[src/rtl/io_stream_responder_if.sv]
// Bus and stream signals of the I/O responder: M-stage load/store
// port, TX consumer stream and RX producer stream.
interface io_stream_responder_if #(
    parameter int WIDTH = 36
);
    logic [WIDTH-1:0] address;
    logic [WIDTH-1:0] writeData;
    logic             writeEnable;
    logic             readEnable;
    logic             hit;
    logic [WIDTH-1:0] readData;
    logic [WIDTH-1:0] txData;
    logic             txValid;
    logic             txReady;
    logic [WIDTH-1:0] rxData;
    logic             rxValid;
    logic             rxReady;

    modport slave (
        input  address, writeData, writeEnable, readEnable, txReady, rxData, rxValid,
        output hit, readData, txData, txValid, rxReady
    );

    modport master (
        output address, writeData, writeEnable, readEnable, txReady, rxData, rxValid,
        input  hit, readData, txData, txValid, rxReady
    );
endinterface

[src/rtl/io_stream_responder.sv]
// Memory-mapped I/O responder: stores to TXDATA feed a TX FIFO, loads
// from RXDATA drain a single-entry RX holding register, plus STATUS
// (with sticky W1C error bits) and CONTROL (stream enables).
module io_stream_responder #(
    parameter int               WIDTH    = 36,
    parameter logic [WIDTH-1:0] BASEADDR = 'h100,
    parameter int               DEPTH    = 4
) (
    input  logic                 clock,
    input  logic                 reset,
    io_stream_responder_if.slave bus
);
    localparam int PW = $clog2(DEPTH);
    localparam int CW = PW + 1;
    localparam logic [CW-1:0] FULL_CNT = CW'(DEPTH);

    // FIFO state
    logic [WIDTH-1:0] mem_q [DEPTH];
    logic [PW-1:0]    head_q, head_d;
    logic [PW-1:0]    tail_q, tail_d;
    logic [CW-1:0]    count_q, count_d;

    // RX holding register
    logic [WIDTH-1:0] rx_hold_q;
    logic             rx_full_q, rx_full_d;

    // stickies and control
    logic             tx_ovf_q, tx_ovf_d;
    logic             rx_udf_q, rx_udf_d;
    logic             tx_en_q, tx_en_d;
    logic             rx_en_q, rx_en_d;

    // decode
    logic [WIDTH-1:0] offset;
    logic [1:0]       reg_sel;
    logic             tx_full, tx_empty;
    logic             push_req, push_ok, pop;
    logic             rx_cap, rx_pop;
    logic             wr_status, wr_control;
    logic [WIDTH-1:0] status;

    // Offset wraps for addresses below the base, so a single
    // upper-bits-zero test covers both window bounds.
    assign offset  = bus.address - BASEADDR;
    assign reg_sel = offset[1:0];
    assign bus.hit = (offset[WIDTH-1:2] == '0);

    assign tx_full  = (count_q == FULL_CNT);
    assign tx_empty = (count_q == '0);

    assign bus.txValid = tx_en_q & ~tx_empty;
    assign bus.txData  = mem_q[head_q];
    // Reset is folded in so the producer sees no ready while reset is held,
    // even though rx_en_q already holds its reset value of 1.
    assign bus.rxReady = reset & rx_en_q & ~rx_full_q;

    assign pop        = bus.txValid & bus.txReady;
    assign push_req   = bus.hit & bus.writeEnable & (reg_sel == 2'd0);
    assign push_ok    = push_req & (~tx_full | pop);
    assign rx_cap     = bus.rxValid & bus.rxReady;
    assign rx_pop     = bus.hit & bus.readEnable & (reg_sel == 2'd1);
    assign wr_status  = bus.hit & bus.writeEnable & (reg_sel == 2'd2);
    assign wr_control = bus.hit & bus.writeEnable & (reg_sel == 2'd3);

    // STATUS word assembly
    always_comb begin
        status          = '0;
        status[0]       = tx_full;
        status[1]       = tx_empty;
        status[2]       = rx_full_q;
        status[3]       = tx_ovf_q;
        status[4]       = rx_udf_q;
        status[5 +: CW] = count_q;
    end

    // Combinational load data from pre-edge state
    always_comb begin
        bus.readData = '0;
        if (bus.hit) begin
            case (reg_sel)
                2'd1:    bus.readData = rx_full_q ? rx_hold_q : '0;
                2'd2:    bus.readData = status;
                2'd3:    bus.readData[1:0] = {rx_en_q, tx_en_q};
                default: bus.readData = '0;
            endcase
        end
    end

    // Next-state for pointers, count, RX flag, stickies and control
    always_comb begin
        head_d    = head_q;
        tail_d    = tail_q;
        count_d   = count_q;
        rx_full_d = rx_full_q;
        tx_ovf_d  = tx_ovf_q;
        rx_udf_d  = rx_udf_q;
        tx_en_d   = tx_en_q;
        rx_en_d   = rx_en_q;

        if (push_ok) tail_d = tail_q + PW'(1);
        if (pop)     head_d = head_q + PW'(1);
        case ({push_ok, pop})
            2'b10:   count_d = count_q + CW'(1);
            2'b01:   count_d = count_q - CW'(1);
            default: count_d = count_q;
        endcase

        // A new error event in the same cycle as a clear wins.
        if (wr_status && bus.writeData[3]) tx_ovf_d = 1'b0;
        if (wr_status && bus.writeData[4]) rx_udf_d = 1'b0;
        if (push_req && !push_ok)          tx_ovf_d = 1'b1;

        if (rx_pop) begin
            if (rx_full_q) rx_full_d = 1'b0;
            else           rx_udf_d  = 1'b1;
        end
        // Capture only happens while empty, so it never races a clearing pop.
        if (rx_cap) rx_full_d = 1'b1;

        if (wr_control) begin
            tx_en_d = bus.writeData[0];
            rx_en_d = bus.writeData[1];
        end
    end

    // Control/state registers, asynchronously reset
    always_ff @(posedge clock or negedge reset) begin
        if (!reset) begin
            head_q    <= '0;
            tail_q    <= '0;
            count_q   <= '0;
            rx_full_q <= 1'b0;
            tx_ovf_q  <= 1'b0;
            rx_udf_q  <= 1'b0;
            tx_en_q   <= 1'b1;
            rx_en_q   <= 1'b1;
        end else begin
            head_q    <= head_d;
            tail_q    <= tail_d;
            count_q   <= count_d;
            rx_full_q <= rx_full_d;
            tx_ovf_q  <= tx_ovf_d;
            rx_udf_q  <= rx_udf_d;
            tx_en_q   <= tx_en_d;
            rx_en_q   <= rx_en_d;
        end
    end

    // Data storage; validity is tracked by count/rx_full, so no reset needed
    always_ff @(posedge clock) begin
        if (push_ok) mem_q[tail_q] <= bus.writeData;
        if (rx_cap)  rx_hold_q     <= bus.rxData;
    end
endmodule

[src/flat_wrapper.sv]
// flat-port wrapper written by rule: the top's interface ports become plain ports
module io_stream_responder_flat 
#(
    parameter int               WIDTH    = 36,
    parameter logic [WIDTH-1:0] BASEADDR = 'h100,
    parameter int               DEPTH    = 4
)
  (clock, reset, bus_address, bus_writeData, bus_writeEnable, bus_readEnable, bus_txReady, bus_rxData, bus_rxValid, bus_hit, bus_readData, bus_txData, bus_txValid, bus_rxReady);
  io_stream_responder_if #(.WIDTH(WIDTH)) bus_i ();
  input  logic clock;
  input  logic reset;
  input wire logic [$bits(bus_i.address)-1:0] bus_address;
  input wire logic [$bits(bus_i.writeData)-1:0] bus_writeData;
  input wire logic [$bits(bus_i.writeEnable)-1:0] bus_writeEnable;
  input wire logic [$bits(bus_i.readEnable)-1:0] bus_readEnable;
  input wire logic [$bits(bus_i.txReady)-1:0] bus_txReady;
  input wire logic [$bits(bus_i.rxData)-1:0] bus_rxData;
  input wire logic [$bits(bus_i.rxValid)-1:0] bus_rxValid;
  output wire logic [$bits(bus_i.hit)-1:0] bus_hit;
  output wire logic [$bits(bus_i.readData)-1:0] bus_readData;
  output wire logic [$bits(bus_i.txData)-1:0] bus_txData;
  output wire logic [$bits(bus_i.txValid)-1:0] bus_txValid;
  output wire logic [$bits(bus_i.rxReady)-1:0] bus_rxReady;
  assign bus_i.address = bus_address;
  assign bus_i.writeData = bus_writeData;
  assign bus_i.writeEnable = bus_writeEnable;
  assign bus_i.readEnable = bus_readEnable;
  assign bus_i.txReady = bus_txReady;
  assign bus_i.rxData = bus_rxData;
  assign bus_i.rxValid = bus_rxValid;
  assign bus_hit = bus_i.hit;
  assign bus_readData = bus_i.readData;
  assign bus_txData = bus_i.txData;
  assign bus_txValid = bus_i.txValid;
  assign bus_rxReady = bus_i.rxReady;
  io_stream_responder #(.WIDTH(WIDTH), .BASEADDR(BASEADDR), .DEPTH(DEPTH)) u_core (.clock(clock), .reset(reset), .bus(bus_i));
endmodule
[config.mk]
export PLATFORM = sky130hd
export DESIGN_NAME = io_stream_responder_flat
export DESIGN_NICKNAME = d
export VERILOG_FILES = /design/src/rtl/io_stream_responder_if.sv /design/src/rtl/io_stream_responder.sv /design/src/flat_wrapper.sv
export SDC_FILE = /design/constraint.sdc
export NUM_CORES = 1
export LEC_CHECK = 0
export ABC_AREA = 1
export CORE_UTILIZATION = 51
export DETAILED_ROUTE_END_ITERATION = 8
export PLACE_DENSITY = 0.89
export SYNTH_ARGS = -nofsm -noshare
export SYNTH_HDL_FRONTEND = slang
export SYNTH_SLANG_ARGS = --single-unit
export TNS_END_PERCENT = 20
[constraint.sdc]
create_clock -name clock -period 4.6 [get_ports clock]
set_input_delay 0.92 -clock clock [delete_from_list [all_inputs] [get_ports clock]]
set_output_delay 0.92 -clock clock [all_outputs]
set_load 0.03 [all_outputs]
==> results of run 1 <==
cell usage in the layout (no fill, tap or decap), types with 2 or more instances in the layout:
master           instances
nor2_1                 131
dfstp_2                  2
clkinvlp_4               2
dlymetal6s2s_1           4
xor2_1                   4
clkinv_2                 3
inv_1                   46
edfxtp_1               180
nor2_4                   8
o21ai_1                  2
inv_6                    5
a31oi_1                  2
nand2_1                109
nor3b_1                 28
nor2_2                   6
nand3b_1                 9
o21ai_0                 74
ha_1                    10
buf_12                   9
a21oi_1                  8
clkdlybuf4s50_1        151
nor3_1                   2
buf_4                   43
clkbuf_16               17
o22ai_1                 36
inv_2                    3
nand3_1                 19
nand4_1                 11
bufinv_16                3
dfrtp_1                  9
registers in the layout, indices dropped and copies added, names as in the netlist:
name              flops
u_core.rx_udf_q       1
u_core.count_q        3
u_core.tx_ovf_q       1
u_core.tail_q         2
u_core.rx_full_q      1
u_core.mem_q        144
u_core.tx_en_q        1
u_core.rx_hold_q     36
u_core.rx_en_q        1
u_core.head_q         2
layer usage:
| metal | vias to the layer above | global-route usage, % | wire, microns |
|---|---|---|---|
| met1 | 2971 | 27.8 | 8240 |
| met4 | 0 | 8.32 | 430 |
| met5 | - | 0 | 0 |
| li1 | 3002 | - | - |
| met2 | 242 | 43.6 | 10100 |
| met3 | 26 | 6.60 | 1300 |
through the flow:
stage / util [%] / total power, mW / hold slack [ns] / std cells
after global placement: 66.6 / 3.85 / 0.459 / 1136
final: 70.4 / 5.37 / 0.488 / 1168
after floorplan: - / 3.11 / 0.442 / 742
after CTS: 70.4 / 5.40 / 0.491 / 1168
after detailed placement: 66.6 / 3.89 / 0.470 / 1136
after global routing: 70.4 / 5.60 / 0.511 / 1168
path summary, 6_finish.rpt:
path	startpoint	endpoint	cells past startpoint
max	bus_address[10]	bus_readData[32]	12
min	u_core.rx_udf_q	u_core.rx_udf_q	2
max reg2reg	u_core.count_q[1]	u_core.count_q[2]	13
min reg2reg	u_core.rx_udf_q	u_core.rx_udf_q	2
max in group asynchronous	reset	u_core.rx_en_q	2
min in group asynchronous	reset	u_core.count_q[0]	2
final cells by class:
| cell class | count | area share, % |
|---|---|---|
| multi-input cells | 471 | 21.6 |
| flip-flops and latches | 192 | 50.6 |
| repair buffers | 207 | 18.3 |
| well taps | 216 | 2.40 |
| clock inverters | 14 | 1.55 |
| clock buffers | 18 | 3.81 |
| inverters | 50 | 1.66 |
power groups by stage:
| stage | clock network [mW] | logic (mW) | registers [mW] |
|---|---|---|---|
| 4_1_cts | 1.52 | 1.92 | 1.95 |
| 5_1_grt | 1.59 | 2.06 | 1.96 |
| 3_3_place_gp | 0 | 1.86 | 1.99 |
| 6_report | 1.50 | 1.91 | 1.95 |
| 2_1_floorplan | 0 | 1.13 | 1.98 |
| 3_5_place_dp | 0 | 1.90 | 1.99 |
worst min-delay path: cells and delay by family, from the launching register on:
family / cells / cell delay (ns)
flops: 1 / 0.35
simple gates: 2 / 0.11
cell families (layout without fill, tap and decap cells):
group                    after synthesis  count (layout)  synth area share, %
adder cells (fa/ha/maj)               11              11                 1.73
XOR/XNOR                               5               5                0.521
AND/OR/NAND/NOR                      331             331                 18.3
flip-flops                           192             192                 67.9
buffers and inverters                 79             289                 3.60
AO/OA/AOI/OAI                        124             124                 8.00
==> impl_metrics.env, run 1 <==
export IMPL_status="finished clean"
export IMPL_finalSetupTns_ns=0
export IMPL_first_iter_violations=414
export IMPL_wl_per_cell_microns=17.1
export IMPL_p_clk_share_pct=28.0
export IMPL_ant_nets=0
export IMPL_final_seq_area_sq_um=5710
export IMPL_layout_drive_gt1_share_pct=11.4
export IMPL_clock_sinks=192
export IMPL_setup_viol=0
export IMPL_area_delta_synth_final_pct=34.0
export IMPL_post_route_period_util_pct=94.6
export IMPL_ctsResizeCount=0
export IMPL_fp_dieH_microns=130
export IMPL_clock_fmax_mhz=230
export IMPL_numCtsBuffers=17
export IMPL_yosysTopAreaCell="edfxtp_1"
export IMPL_cp_max_fo=30
export IMPL_cts_path_max_buffers=2
export IMPL_multi_input_area_sq_um=2440
export IMPL_sw_frac_of_total_pct=34.6
export IMPL_rsz0062_at_grt="false"
export IMPL_hold_class="flop to flop"
export IMPL_grt_pass1_vias=6305
export IMPL_die_w_microns=130
export IMPL_synth_edf_count=180
export IMPL_initial_core_util_pct=52.6
export IMPL_ys_top_cells_by_area="edfxtp_1 64%, nor2_1 6.0%, nand2_1 4.9%"
export IMPL_postCtsSetupBuffers=0
export IMPL_synth_cells_most_frequent="180 x edfxtp_1, 135 x nor2_1, 109 x nand2_1"
export IMPL_clock_latency_ns=0.42
export IMPL_cts_hold_buf=0
export IMPL_synth_seq_cells=192
export IMPL_syn_nets=867
export IMPL_synth_avg_cell_area_sq_um=11.3
export IMPL_cp_cell_sequence="clkdlybuf4s50_1 -> nor2_4 -> nand2_4 -> nor2_1 -> nand3_1 -> xor2_1 -> nand2_1 -> nor2_2 -> nand3_1 -> buf_12 -> nor3b_1 -> buf_12"
export IMPL_end_kind="output pin"
export IMPL_place_congestion=0.936
export IMPL_netlist_area_leader_share_pct=64.3
export IMPL_grt_use_total_pct=24.2
export IMPL_p_leak_nw=4.13
export IMPL_syn_area_sq_um=8410
export IMPL_cts_tree="built"
export IMPL_root_buffer="clkbuf_16"
export IMPL_place_ws_ns=0.130
export IMPL_syn_inst=742
export IMPL_antenna_cells=0
export IMPL_h_tree_depth=4
export IMPL_postPlaceCellArea_sq_um=10700
export IMPL_worstMarginPinSlew_ns=0.704
export IMPL_power_frac_seq_pct=36.4
export IMPL_finalMaxSlewViolations=0
export IMPL_start_kind="input pin"
export IMPL_rows=46
export IMPL_drc_errors=0
export IMPL_arrival_ns=3.43
export IMPL_firstDrtPassIters=5
export IMPL_via_per_inst=5.34
export IMPL_clk_pin_slew_ns=0.06
export IMPL_worst_path_buf_inv=3
export IMPL_core_area_sq_um=16000
export IMPL_critPathMaxStageDelay_ns=0.44
export IMPL_synth_distinct_cells=37
export IMPL_yosysSeqAreaShare_pct=67.9
export IMPL_numPortBuffers=188
export IMPL_powerDensity_nw_per_um2=476
export IMPL_vias=6241
export IMPL_relSlewSlack_pct=53.1
export IMPL_slowest_stage="clkdlybuf4s50_1"
export IMPL_skew_ns=0.00721
export IMPL_nets=1064
export IMPL_hpwlAfterDp_microns=13300
export IMPL_synth_flop_cell="edfxtp_1"
export IMPL_required_ns=3.68
export IMPL_crit_type="input pin to output pin"
export IMPL_finalWirelength_microns=20000
export IMPL_io_pins=189
export IMPL_reg2reg_slack_ns=1.98
export IMPL_vdd_drop_max_mv=0.385
export IMPL_hold_viol=0
export IMPL_design_area_sq_um=11300
export IMPL_grt_max_degree=73
export IMPL_dieArea_sq_um=17000
export IMPL_n_fill_cell=1108
export IMPL_p_sw_mw=1.86
export IMPL_fin_ws_ns=0.249
export IMPL_intPower_mw=3.51
export IMPL_synth_warnings=0
export IMPL_min_period_ns=4.35
export IMPL_p_comb_share_pct=35.6
export IMPL_drv_cap=0
export IMPL_synth_async_reset_ratio_pct=6.25
export IMPL_cp_top_family="simple AND/OR/NAND/NOR gates"
export IMPL_antenna_found_initial=0
export IMPL_grt_pass1_wl_microns=30900
export IMPL_yosysMostFrequentCell="edfxtp_1"
export IMPL_grt_overflow_total=0
Power figures use the tool's default switching activity.
==> inputs of run 2 (changes only) <==
Settings changed: HOLD_SLACK_MARGIN set to 0.06.
==> results of run 2 <==
Same layout as run 1: the final DEF is identical, and so are final timing and power.
==> inputs of run 3 (changes only) <==
Settings changed: CORE_UTILIZATION 51 to 46, PLACE_DENSITY 0.89 to 0.85.
Clock period 4.6 ns to 3.55 ns, I/O delays scaled along.
==> impl_metrics.env, run 3 (synthesis results as in run 1) <==
export IMPL_status="finished with violations"
export IMPL_violations="setup timing"
export IMPL_via_per_inst=5.39
export IMPL_end_kind="output pin"
export IMPL_final_cell_mix="180 x edfxtp_1, 122 x clkdlybuf4s50_1, 99 x nor2_1"
export IMPL_cts_tree="built"
export IMPL_antenna_cells=0
export IMPL_io_pins=189
export IMPL_crit_type="input pin to output pin"
export IMPL_core_area_sq_um=18000
export IMPL_grt_pass1_vias=6694
export IMPL_p_comb_share_pct=35.9
export IMPL_post_route_util_pct=68.2
export IMPL_post_route_period_util_pct=100
export IMPL_min_period_ns=3.55
export IMPL_dieArea_sq_um=18800
export IMPL_finalSetupTns_ns=-0.00454
export IMPL_cts_hold_buf=0
export IMPL_initial_core_util_pct=46.8
export IMPL_arrival_ns=2.84
export IMPL_wl_per_cell_microns=18.2
export IMPL_regMostFlops="u_core.mem_q"
export IMPL_hpwlAfterDp_microns=14400
export IMPL_cts_path_max_buffers=2
export IMPL_start_kind="input pin"
export IMPL_finalMaxSlewViolations=0
export IMPL_ant_nets=0
export IMPL_numPortBuffers=188
export IMPL_mostFrequentLayoutCell="edfxtp_1"
export IMPL_stdcell_count=1240
export IMPL_p_clk_share_pct=28.3
export IMPL_clock_fmax_mhz=281
export IMPL_power_mw=7.10
export IMPL_p_leak_nw=4.52
export IMPL_powerDensity_nw_per_um2=579
export IMPL_required_ns=2.84
export IMPL_setup_viol=1
export IMPL_h_tree_depth=4
export IMPL_fin_ws_ns=-0.00454
export IMPL_skew_ns=0.0159
export IMPL_vdd_drop_max_mv=0.469
export IMPL_first_iter_violations=400
export IMPL_rr_startpoint="u_core.count_q[1]"
export IMPL_power_frac_seq_pct=35.7
export IMPL_drc_errors=0
export IMPL_relSlewSlack_pct=54.8
export IMPL_grt_pass1_wl_microns=33600
export IMPL_clock_latency_ns=0.43
export IMPL_grt_overflow_total=0
export IMPL_cp_max_fo=8
export IMPL_drv_cap=0
export IMPL_place_congestion=0.955
export IMPL_sw_frac_of_total_pct=37.0
export IMPL_worstMarginPinSlew_ns=0.678
export IMPL_worstHoldStart="u_core.rx_udf_q"
export IMPL_reg2reg_slack_ns=1.10
export IMPL_placedCellCount=1198
export IMPL_area_delta_synth_final_pct=45.7
export IMPL_p_sw_mw=2.63
export IMPL_fp_dieH_microns=137
export IMPL_crit_start="bus_address[10]"
export IMPL_reg_top3="u_core.mem_q x144, u_core.rx_hold_q x36, u_core.count_q x3"
export IMPL_hold_class="flop to flop"
export IMPL_die_w_microns=137
export IMPL_hold_viol=0
export IMPL_rows=49
export IMPL_nets=1123
export IMPL_clk_pin_slew_ns=0.07
export IMPL_antenna_found_initial=0
export IMPL_vias=6688
export IMPL_intPower_mw=4.47
export IMPL_grt_max_degree=73
export IMPL_grt_use_total_pct=23.9
export IMPL_root_buffer="clkbuf_16"
export IMPL_largest_reg_flops=144
export IMPL_firstDrtPassIters=5
export IMPL_layout_drive_gt1_share_pct=29.4
export IMPL_rsz0062_at_grt="true"
export IMPL_numCtsBuffers=17
export IMPL_clock_sinks=192
export IMPL_finalWirelength_microns=22600
==> run 3: cell type report <==
cell class / instances / area, sq um
fillers: 1193 / 5700
inverters: 50 / 188
clock inverters: 15 / 226
flip-flops and latches: 192 / 5710
well taps: 229 / 287
repair buffers: 266 / 2480
multi-input cells: 471 / 2940
clock buffers: 17 / 425
==> run 3: power by group through the flow <==
stage | clock network, mW | logic [mW] | registers [mW]
2_1_floorplan | 0 | 1.46 | 2.57
3_3_place_gp | 0 | 2.46 | 2.59
3_5_place_dp | 0 | 2.52 | 2.59
4_1_cts | 2.04 | 2.55 | 2.54
5_1_grt | 2.13 | 2.74 | 2.55
6_report | 2.01 | 2.55 | 2.54
==> run 3: worst max-delay path, stage by stage <==
cell and delay [ns]:
clkbuf_2 0.10, nor2_4 0.22, nand2_8 0.12, nor2_4 0.17
nand2_1 0.09, nand2_1 0.07, nand3_1 0.07, nor2_1 0.18
nand2_2 0.13, nor2_4 0.16, nand3_4 0.16, buf_12 0.20
nor3b_2 0.19, buf_4 0.14, buf_6 0.12
==> run 3: stage by stage <==
step,worst slack [ns],hold slack (ns),instance area (sq um)
floorplan,-0.480,0.414,8410
global placement,-0.190,0.464,11100
detailed placement,-0.217,0.475,11100
CTS,-0.00280,0.494,12100
global route,-0.121,0.538,12300
finish,-0.00454,0.492,12300
==> run 3: final timing paths <==
check,end,cells after the start
worst max-delay path,bus_readData[29],15
worst min-delay path,u_core.rx_udf_q,2
worst max register to register,u_core.count_q[2],13
worst min register to register,u_core.rx_udf_q,2
max in group asynchronous,u_core.rx_en_q,2
min in group asynchronous,u_core.count_q[2],2
==> run 3: repair_timing <==
| action | 4_1_cts | 5_1_grt |
|---|---|---|
| gates cloned | 2 | 0 |
| setup buffers | 4 | 4 |
| gates resized for setup | 95 | 117 |
| setup endpoints to repair | 35 | 37 |
| pin swaps | 36 | 64 |
==> run 3: metal layers <==
layer	vias to the layer above	part of all wire [%]	track usage, %
met5	-	0	0
met4	0	2.4	8.79
met3	39	7.4	6.66
met2	291	52	43.0
met1	3221	38	27.0
li1	3137	-	-
